--- config.mk ---
export PLATFORM = sky130hd
export DESIGN_NAME = subleq_sync_ram_flat
export DESIGN_NICKNAME = d
export VERILOG_FILES = /design/src/rtl/subleq_sync_ram_if.sv /design/src/rtl/subleq_sync_ram.sv /design/src/flat_wrapper.sv
export SDC_FILE = /design/constraint.sdc
export NUM_CORES = 2
export LEC_CHECK = 0
export BUFFER_PORTS_ARGS = -buffer_cell sky130_fd_sc_hd__buf_4
export CORE_ASPECT_RATIO = 0.5
export CORE_UTILIZATION = 50
export CTS_CLUSTER_DIAMETER = 200
export CTS_CLUSTER_SIZE = 14
export DETAILED_ROUTE_END_ITERATION = 8
export PLACE_DENSITY = 0.65
export SLEW_MARGIN = 30
export SYNTH_ARGS = -nofsm -noshare
export SYNTH_HDL_FRONTEND = slang
export SYNTH_SLANG_ARGS = --single-unit
--- constraint.sdc ---
create_clock -name clk -period 6.42 [get_ports clk]
set_input_delay 0.642 -clock clk [delete_from_list [all_inputs] [get_ports clk]]
set_output_delay 0.642 -clock clk [all_outputs]
set_load 0.02 [all_outputs]
--- src/rtl/subleq_sync_ram_if.sv ---
// rtl/subleq_sync_ram_if.sv - request/response bus between subleq control and its main memory
interface subleq_sync_ram_if #(
   parameter int DW = 8,
   parameter int AW = 8
);
   logic          req;
   logic          we;
   logic [AW-1:0] adr;
   logic [DW-1:0] wdat;
   logic          clr;
   logic          rdy;
   logic          busy;
   logic          rvld;
   logic [DW-1:0] rdat;

   modport master (
      output req, we, adr, wdat, clr,
      input  rdy, busy, rvld, rdat
   );

   modport slave (
      input  req, we, adr, wdat, clr,
      output rdy, busy, rvld, rdat
   );
endinterface

--- src/rtl/subleq_sync_ram.sv ---
// rtl/subleq_sync_ram.sv - clocked subleq main memory with req/rdy handshake, read pipeline and clear sequencer
module subleq_sync_ram #(
   parameter int DW      = 8,
   parameter int AW      = 8,
   parameter int RD_LAT  = 1,
   parameter int CLR_RST = 1
) (
   input  logic             clk,
   input  logic             rst_n,
   subleq_sync_ram_if.slave bus
);
   localparam int DEPTH = 2 ** AW;

   typedef enum logic {IDLE, CLR} state_t;

   state_t        state, state_nxt;
   logic [AW-1:0] clr_ptr, clr_ptr_nxt;
   logic          rdy_q, busy_q;
   logic          rvld_q;
   logic [DW-1:0] rdat_q;
   logic          acc, acc_wr, acc_rd, clr_wr;
   logic [DW-1:0] rd_word;
   logic [DW-1:0] mem [DEPTH];

   always_ff @(posedge clk or negedge rst_n) begin
      if (!rst_n) begin
         state   <= (CLR_RST != 0) ? CLR : IDLE;
         clr_ptr <= '0;
         rdy_q   <= 1'b0;
         busy_q  <= (CLR_RST != 0);
      end else begin
         state   <= state_nxt;
         clr_ptr <= clr_ptr_nxt;
         rdy_q   <= (state_nxt == IDLE);
         busy_q  <= (state_nxt == CLR);
      end
   end

   // clr wins over a same-cycle req, so the request is simply not accepted
   always_comb begin
      state_nxt   = state;
      clr_ptr_nxt = clr_ptr;
      clr_wr      = 1'b0;
      acc         = 1'b0;
      case (state)
         IDLE: begin
            if (bus.clr) begin
               state_nxt   = CLR;
               clr_ptr_nxt = '0;
            end else begin
               acc = bus.req & rdy_q;
            end
         end
         CLR: begin
            clr_wr      = 1'b1;
            clr_ptr_nxt = clr_ptr + 1'b1;
            if (&clr_ptr) state_nxt = IDLE;
         end
         default: state_nxt = IDLE;
      endcase
   end

   assign acc_wr  = acc & bus.we;
   assign acc_rd  = acc & ~bus.we;
   assign rd_word = mem[bus.adr];

   always_ff @(posedge clk) begin
      if (rst_n) begin
         if (clr_wr)      mem[clr_ptr] <= '0;
         else if (acc_wr) mem[bus.adr] <= bus.wdat;
      end
   end

   generate
      if (RD_LAT == 1) begin : g_lat1
         always_ff @(posedge clk or negedge rst_n) begin
            if (!rst_n) begin
               rvld_q <= 1'b0;
               rdat_q <= '0;
            end else begin
               rvld_q <= acc_rd;
               if (acc_rd) rdat_q <= rd_word;
            end
         end
      end else if (RD_LAT == 2) begin : g_lat2
         logic          v1;
         logic [DW-1:0] d1;
         always_ff @(posedge clk or negedge rst_n) begin
            if (!rst_n) begin
               v1     <= 1'b0;
               d1     <= '0;
               rvld_q <= 1'b0;
               rdat_q <= '0;
            end else begin
               v1     <= acc_rd;
               if (acc_rd) d1 <= rd_word;
               rvld_q <= v1;
               if (v1) rdat_q <= d1;
            end
         end
      end else begin : g_bad_lat
         $error("subleq_sync_ram: RD_LAT must be 1 or 2");
      end
   endgenerate

   assign bus.rdy  = rdy_q;
   assign bus.busy = busy_q;
   assign bus.rvld = rvld_q;
   assign bus.rdat = rdat_q;
endmodule

--- src/flat_wrapper.sv ---
// flat-port wrapper written by rule: the top's interface ports become plain ports
module subleq_sync_ram_flat 
#(
   parameter int DW      = 8,
   parameter int AW      = 8,
   parameter int RD_LAT  = 1,
   parameter int CLR_RST = 1
)
  (clk, rst_n, bus_req, bus_we, bus_adr, bus_wdat, bus_clr, bus_rdy, bus_busy, bus_rvld, bus_rdat);
  subleq_sync_ram_if #(.DW(DW), .AW(AW)) bus_i ();
  input  logic clk;
  input  logic rst_n;
  input wire logic [$bits(bus_i.req)-1:0] bus_req;
  input wire logic [$bits(bus_i.we)-1:0] bus_we;
  input wire logic [$bits(bus_i.adr)-1:0] bus_adr;
  input wire logic [$bits(bus_i.wdat)-1:0] bus_wdat;
  input wire logic [$bits(bus_i.clr)-1:0] bus_clr;
  output wire logic [$bits(bus_i.rdy)-1:0] bus_rdy;
  output wire logic [$bits(bus_i.busy)-1:0] bus_busy;
  output wire logic [$bits(bus_i.rvld)-1:0] bus_rvld;
  output wire logic [$bits(bus_i.rdat)-1:0] bus_rdat;
  assign bus_i.req = bus_req;
  assign bus_i.we = bus_we;
  assign bus_i.adr = bus_adr;
  assign bus_i.wdat = bus_wdat;
  assign bus_i.clr = bus_clr;
  assign bus_rdy = bus_i.rdy;
  assign bus_busy = bus_i.busy;
  assign bus_rvld = bus_i.rvld;
  assign bus_rdat = bus_i.rdat;
  subleq_sync_ram #(.DW(DW), .AW(AW), .RD_LAT(RD_LAT), .CLR_RST(CLR_RST)) u_core (.clk(clk), .rst_n(rst_n), .bus(bus_i));
endmodule
After elaboration in Yosys (flattened, before gate mapping):

Memories as Yosys holds them, arrays and structs flattened. A register that Yosys moved wholly into a read port is not among the register bits.
Index checks and enable logic that the tools add are counted.

* logic and storage cells: 34
* ROM bits: 0
* latch bits: 0
* bits in writable memories: 2048
* memories kept: 1
* flip-flop bits (word level): 11

* $add $sub $neg: 1
* shifts and indexed selects: 0
* div/mod/pow operators: 0
* $mul: 0
* order comparisons: 0
* equal/unequal tests: 1
* reductions and logical operators: 3
* muxes and demuxes: 18
* bitwise operators: 6

Memories
* u_core.mem: words 256, bits a word 8, read ports 1, clocked after Yosys merged registers in 1, wr ports 1, RTL line subleq_sync_ram.sv:23 `logic [DW-1:0] mem [DEPTH];`

Operators by type and width (number)
* 8-bit 2-to-1 mux: 3
* 8-bit one-hot mux with 2 select lines: 1
* 1-bit 2-to-1 mux: 13
* 8-bit by 1-bit adder with 8-bit output, second input constant: 1
* 8-bit AND reduction: 1
* 8-bit OR reduction: 1
* 1-bit AND: 3
* 1-bit NOT: 3
* 2-bit != test, second input constant: 1
* 1-bit one-hot mux with 2 select lines: 1
* 1-bit logical NOT: 1

Logic depth before layout (Yosys ltp):

* word-level depth: 10
* gate-level depth with buffers: 13

Least setup slack after synthesis:

Ideal clock, no wire load.

* kind: in2reg
* start: input bus_clr
* end: memory u_core.mem[0][0] (data pin)
* arrival: 4.935 ns
* path buffers: 3
* required time: 5.551 ns
* stages on the path: 6
* setup time: 0.869 ns
* slack: 0.615 ns
* path through: and4bb_1 and3_1 buf_2 buf_2 clkbuf_1 and2_1

* longest elaborated chain between the ends: 9

RTL lines
* start: declaration: RTL line flat_wrapper.sv:17 `input wire logic [$bits(bus_i.clr)-1:0] bus_clr;`
* 1-bit 2-to-1 mux: RTL line subleq_sync_ram.sv:47 `if (bus.clr) begin`
* 1-bit 2-to-1 mux: RTL line subleq_sync_ram.sv:45 `case (state)`
* 1-bit AND: RTL line subleq_sync_ram.sv:63 `assign acc_wr = acc & bus.we;`
* 1-bit 2-to-1 mux: RTL line subleq_sync_ram.sv:70 `else if (acc_wr) mem[bus.adr] <= bus.wdat;`
* 1-bit 2-to-1 mux: RTL line subleq_sync_ram.sv:69 `if (clr_wr) mem[clr_ptr] <= '0;`
* 1-bit 2-to-1 mux: RTL line subleq_sync_ram.sv:68 `if (rst_n) begin`
* 1-bit 2-to-1 mux (implied by the code): RTL line subleq_sync_ram.sv:70
* 8-bit OR reduction (no line)
* 8-bit 2-to-1 mux (no line)
* end: declaration: RTL line subleq_sync_ram.sv:23

No other way between the ends.

Worst setup path after layout:

* start: register u_core.state
* end: memory u_core.mem[146][6], enable pin

* longest elaborated chain between the ends: 8

RTL lines
* start: declaration: RTL line subleq_sync_ram.sv:16 `state_t state, state_nxt;`
* start signal: assignment: RTL line subleq_sync_ram.sv:27 `state <= (CLR_RST != 0) ? CLR : IDLE;`
* start signal: assignment: RTL line subleq_sync_ram.sv:32 `state <= state_nxt;`
* 1-bit 2-to-1 mux: RTL line subleq_sync_ram.sv:45
* 1-bit AND: RTL line subleq_sync_ram.sv:63
* 1-bit 2-to-1 mux: RTL line subleq_sync_ram.sv:70
* 1-bit 2-to-1 mux: RTL line subleq_sync_ram.sv:69
* 1-bit 2-to-1 mux: RTL line subleq_sync_ram.sv:68
* 1-bit 2-to-1 mux (implied by the code): RTL line subleq_sync_ram.sv:70
* 8-bit OR reduction (no line)
* 8-bit 2-to-1 mux (no line) / 1-bit 2-to-1 mux (equally long branches)

Several ways; a longest one is shown, not always the timed one.

==> results.yml <==
status:
  status: "finished, final reports clean"
pwr:
  p_clk_share_pct: 36.1
  swShare_pct: 22.5
  p_total_mw: 25.5
  combPwrFrac_pct: 6.0
  max-vdd-ir-drop_uv: 269
  seqPwrFrac_pct: 57.9
  p_leak_nw: 31.3
  p_sw_mw: 5.72
  p_int_mw: 19.8
  power_density_mw_per_mm2: 292
placement:
  place_hpwl_um: 125000
  port_buffers: 31
  dpl.cell_count: 5757
  dp_slack_ns: 1.45
  post_dp_cell_area_mm2: 0.0828
  gp_congestion: 0.915
logic_synthesis:
  synth_compound_area_share_pct: 3.31
  synth_nets: 3802
  yosysTopAreaCellShare_pct: 76.6
  ys_types: 53
  syn-cell-area_mm2: 0.0803
  synth-edff-count: 2048
  yosysMostFrequentCell: "edfxtp_1"
  syn-instance-count: 3780
  ys_ff_latch: 2067
  synthAdderAreaFrac_pct: 0.0156
  synth_warnings: 0
  yosys.area_share.simple_pct: 2.78
  synth_top_family_by_area: "multiplexers"
  synth_ff_type: "edfxtp_1"
  ys_async_sr_fraction_pct: 0.919
  synth.top_cells.by_area: "edfxtp_1 77%, mux4_2 13%, mux2i_1 1.6%"
  synth_top_area_cell: "edfxtp_1"
  yosysSeqAreaShare_pct: 77.2
  synthXorXnorAreaFrac_pct: 0
  syn_area_per_cell_um2: 21.2
  netlist_top_cells_count: "2,048 x edfxtp_1, 481 x mux4_2, 289 x nor2_1"
  synthMuxAreaShare_pct: 15.1
critical_path:
  critical_path_class: "register to register"
  end_kind: "register"
  crit_arrival_ns: 4.68
  cp.required_ns: 6.84
  critPathLaunchType: "register"
  crit_fanout: 17
run:
  drv_cap: 0
clock_network:
  cts_tree: "yes"
  cts_sinks: 2067
  post-cts-setup-buffers: 0
  clk_pin_slew_ns: 0.07
  clock_path_buffers: 3
  cts_buffers: 165
  h-tree-depth: 4
  cts-root-buf: "clkbuf_16"
  clock_latency_ns: 0.80
finish:
  synthToLayoutAreaGrowth_pct: 8.83
  nFillCells: 11700
  final_util_pct: 55.1
  post-route-cell-area_mm2: 0.0873
  fin_nets: 3848
  drive_gt1_share_pct: 21.5
  fin_cells: 5971
floorplan:
  fp.dieH_um: 285
  rows: 103
  pin_count: 32
  die_x_um: 569
  start_util_pct: 50.6
  core_area_mm2: 0.159
  dieArea_mm2: 0.162
timing:
  setup_viol: 0
  fmax_mhz: 235
  whs_ns: 0.158
  max-slew-margin-rel_pct: 28.1
  setup_slack_ns: 2.16
  worst_slew_pin_slew_ns: 1.08
  min_period_over_period_pct: 66.4
  grt_setup_unrepaired: "no"
  slew_violations: 0
  hold_viol: 0
  skew_ns: 0.0256
  period_needed_ns: 4.26
  tns_ns: 0
global_route:
  grt_pass1_wl_um: 291000
  grt_max_degree: 205
  grt_antenna_before_repair: 11
  gr-total-overflow: 0
  grt_pass1_vias: 39200
  grtUsageTotal_pct: 25.3
drt:
  drc_errors: 0
  dr.pass1.iters: 6
  vias_per_cell: 6.63
  drt_iter0_markers: 5326
  ant_nets: 0
  wl_per_cell_um: 34.1
  drt_wl_total_um: 203000
  dr_total_vias: 39600
worst_hold_path:
  hp-class: "input port to register"
sequential cells by signal, indices dropped and copies added (netlist names):
signal           flops
u_core.mem        2048
u_core.bus.rdat      8
u_core.clr_ptr       8
u_core.bus.rdy       1
u_core.bus.rvld      1
u_core.state         1
cells in the final DEF (no fill, tap or decap), types with 15 or more instances in the layout:
| cell type | Yosys | routed |
|---|---|---|
| edfxtp_1 | 2048 | 2048 |
| mux4_2 | 481 | 481 |
| nor2_1 | 289 | 268 |
| clkbuf_16 | 0 | 168 |
| mux2i_1 | 127 | 127 |
| buf_4 | 31 | 86 |
| a22oi_1 | 82 | 82 |
| nand2_1 | 54 | 54 |
| a21oi_1 | 37 | 37 |
| nand3_1 | 37 | 37 |
| o221ai_1 | 35 | 35 |
| o21ai_0 | 35 | 33 |
| nor3_1 | 34 | 31 |
| clkbuf_1 | 106 | 30 |
| o22ai_1 | 28 | 28 |
| a221oi_1 | 28 | 27 |
| nor2_2 | 0 | 19 |
| o211ai_1 | 18 | 18 |
| dfrtp_1 | 18 | 18 |
| buf_12 | 0 | 17 |
| a22o_1 | 16 | 16 |
| a211oi_1 | 22 | 16 |
| nand2b_1 | 16 | 15 |
kinds of logic after synthesis:
logic type / Yosys count
buf+inv: 236
flops: 2067
fa+ha+maj: 1
mux: 609
compound gates: 362
simple gates: 505
layout make-up:
type / instances / area (um^2) / area share [%]
flip-flops and latches: 2067 / 62000 / 71.0
multi-input cells: 1477 / 17200 / 19.7
clock buffers: 198 / 4320 / 4.94
well taps: 2100 / 2630 / 3.01
repair buffers: 108 / 1060 / 1.22
clock inverters: 11 / 133 / 0.152
inverters: 7 / 26.3 / 0.0301
diodes: 3 / 7.51 / 0.00860
power groups by stage:
| stage | sequential, mW | combinational, mW | clock (mW) |
|---|---|---|---|
| finish | 14.8 | 1.52 | 9.21 |
| global route | 14.8 | 1.56 | 9.78 |
| CTS | 14.8 | 1.47 | 9.29 |
| detailed placement | 15.0 | 1.47 | 0 |
| global placement | 15.0 | 1.44 | 0 |
| floorplan | 15.0 | 0.866 | 0 |
critical path, stage by stage (launching register included):
cell and delay [ns]:
dfstp_2 0.46, and4bb_1 0.33, nand3_1 0.50, o21ai_0 0.68
nand3_1 0.88, nor2_1 1.02
final timing paths:
kind                              startpoint            endpoint  slack, ns  cells after the start
hold / removal                       bus_clr   u_core.clr_ptr[1]       0.16                      2
setup / recovery                u_core.state  u_core.mem[146][6]       2.16                      5
min in group asynchronous              rst_n   u_core.clr_ptr[3]       0.30                      2
max in group asynchronous              rst_n        u_core.state       5.82                      2
hold reg to reg            u_core.clr_ptr[7]   u_core.clr_ptr[7]       0.63                      1
setup reg to reg                u_core.state  u_core.mem[146][6]       2.16                      5
layer usage:
| layer | track usage (%) | up-vias | wire (um) |
|---|---|---|---|
| li1 | - | 15900 | - |
| met1 | 37.4 | 21200 | 83900 |
| met2 | 36.7 | 2184 | 90400 |
| met3 | 7.43 | 330 | 23200 |
| met4 | 7.73 | 6 | 5820 |
| met5 | 0 | - | 45 |
timing repair:
item                                    4_1_cts  5_1_grt
gates resized for setup                       0        0
hold buffers                                  1        0
endpoints found under the setup margin        0        0
hold endpoints to repair                     19        0
Note: power is estimated with default switching activity, not from simulation.
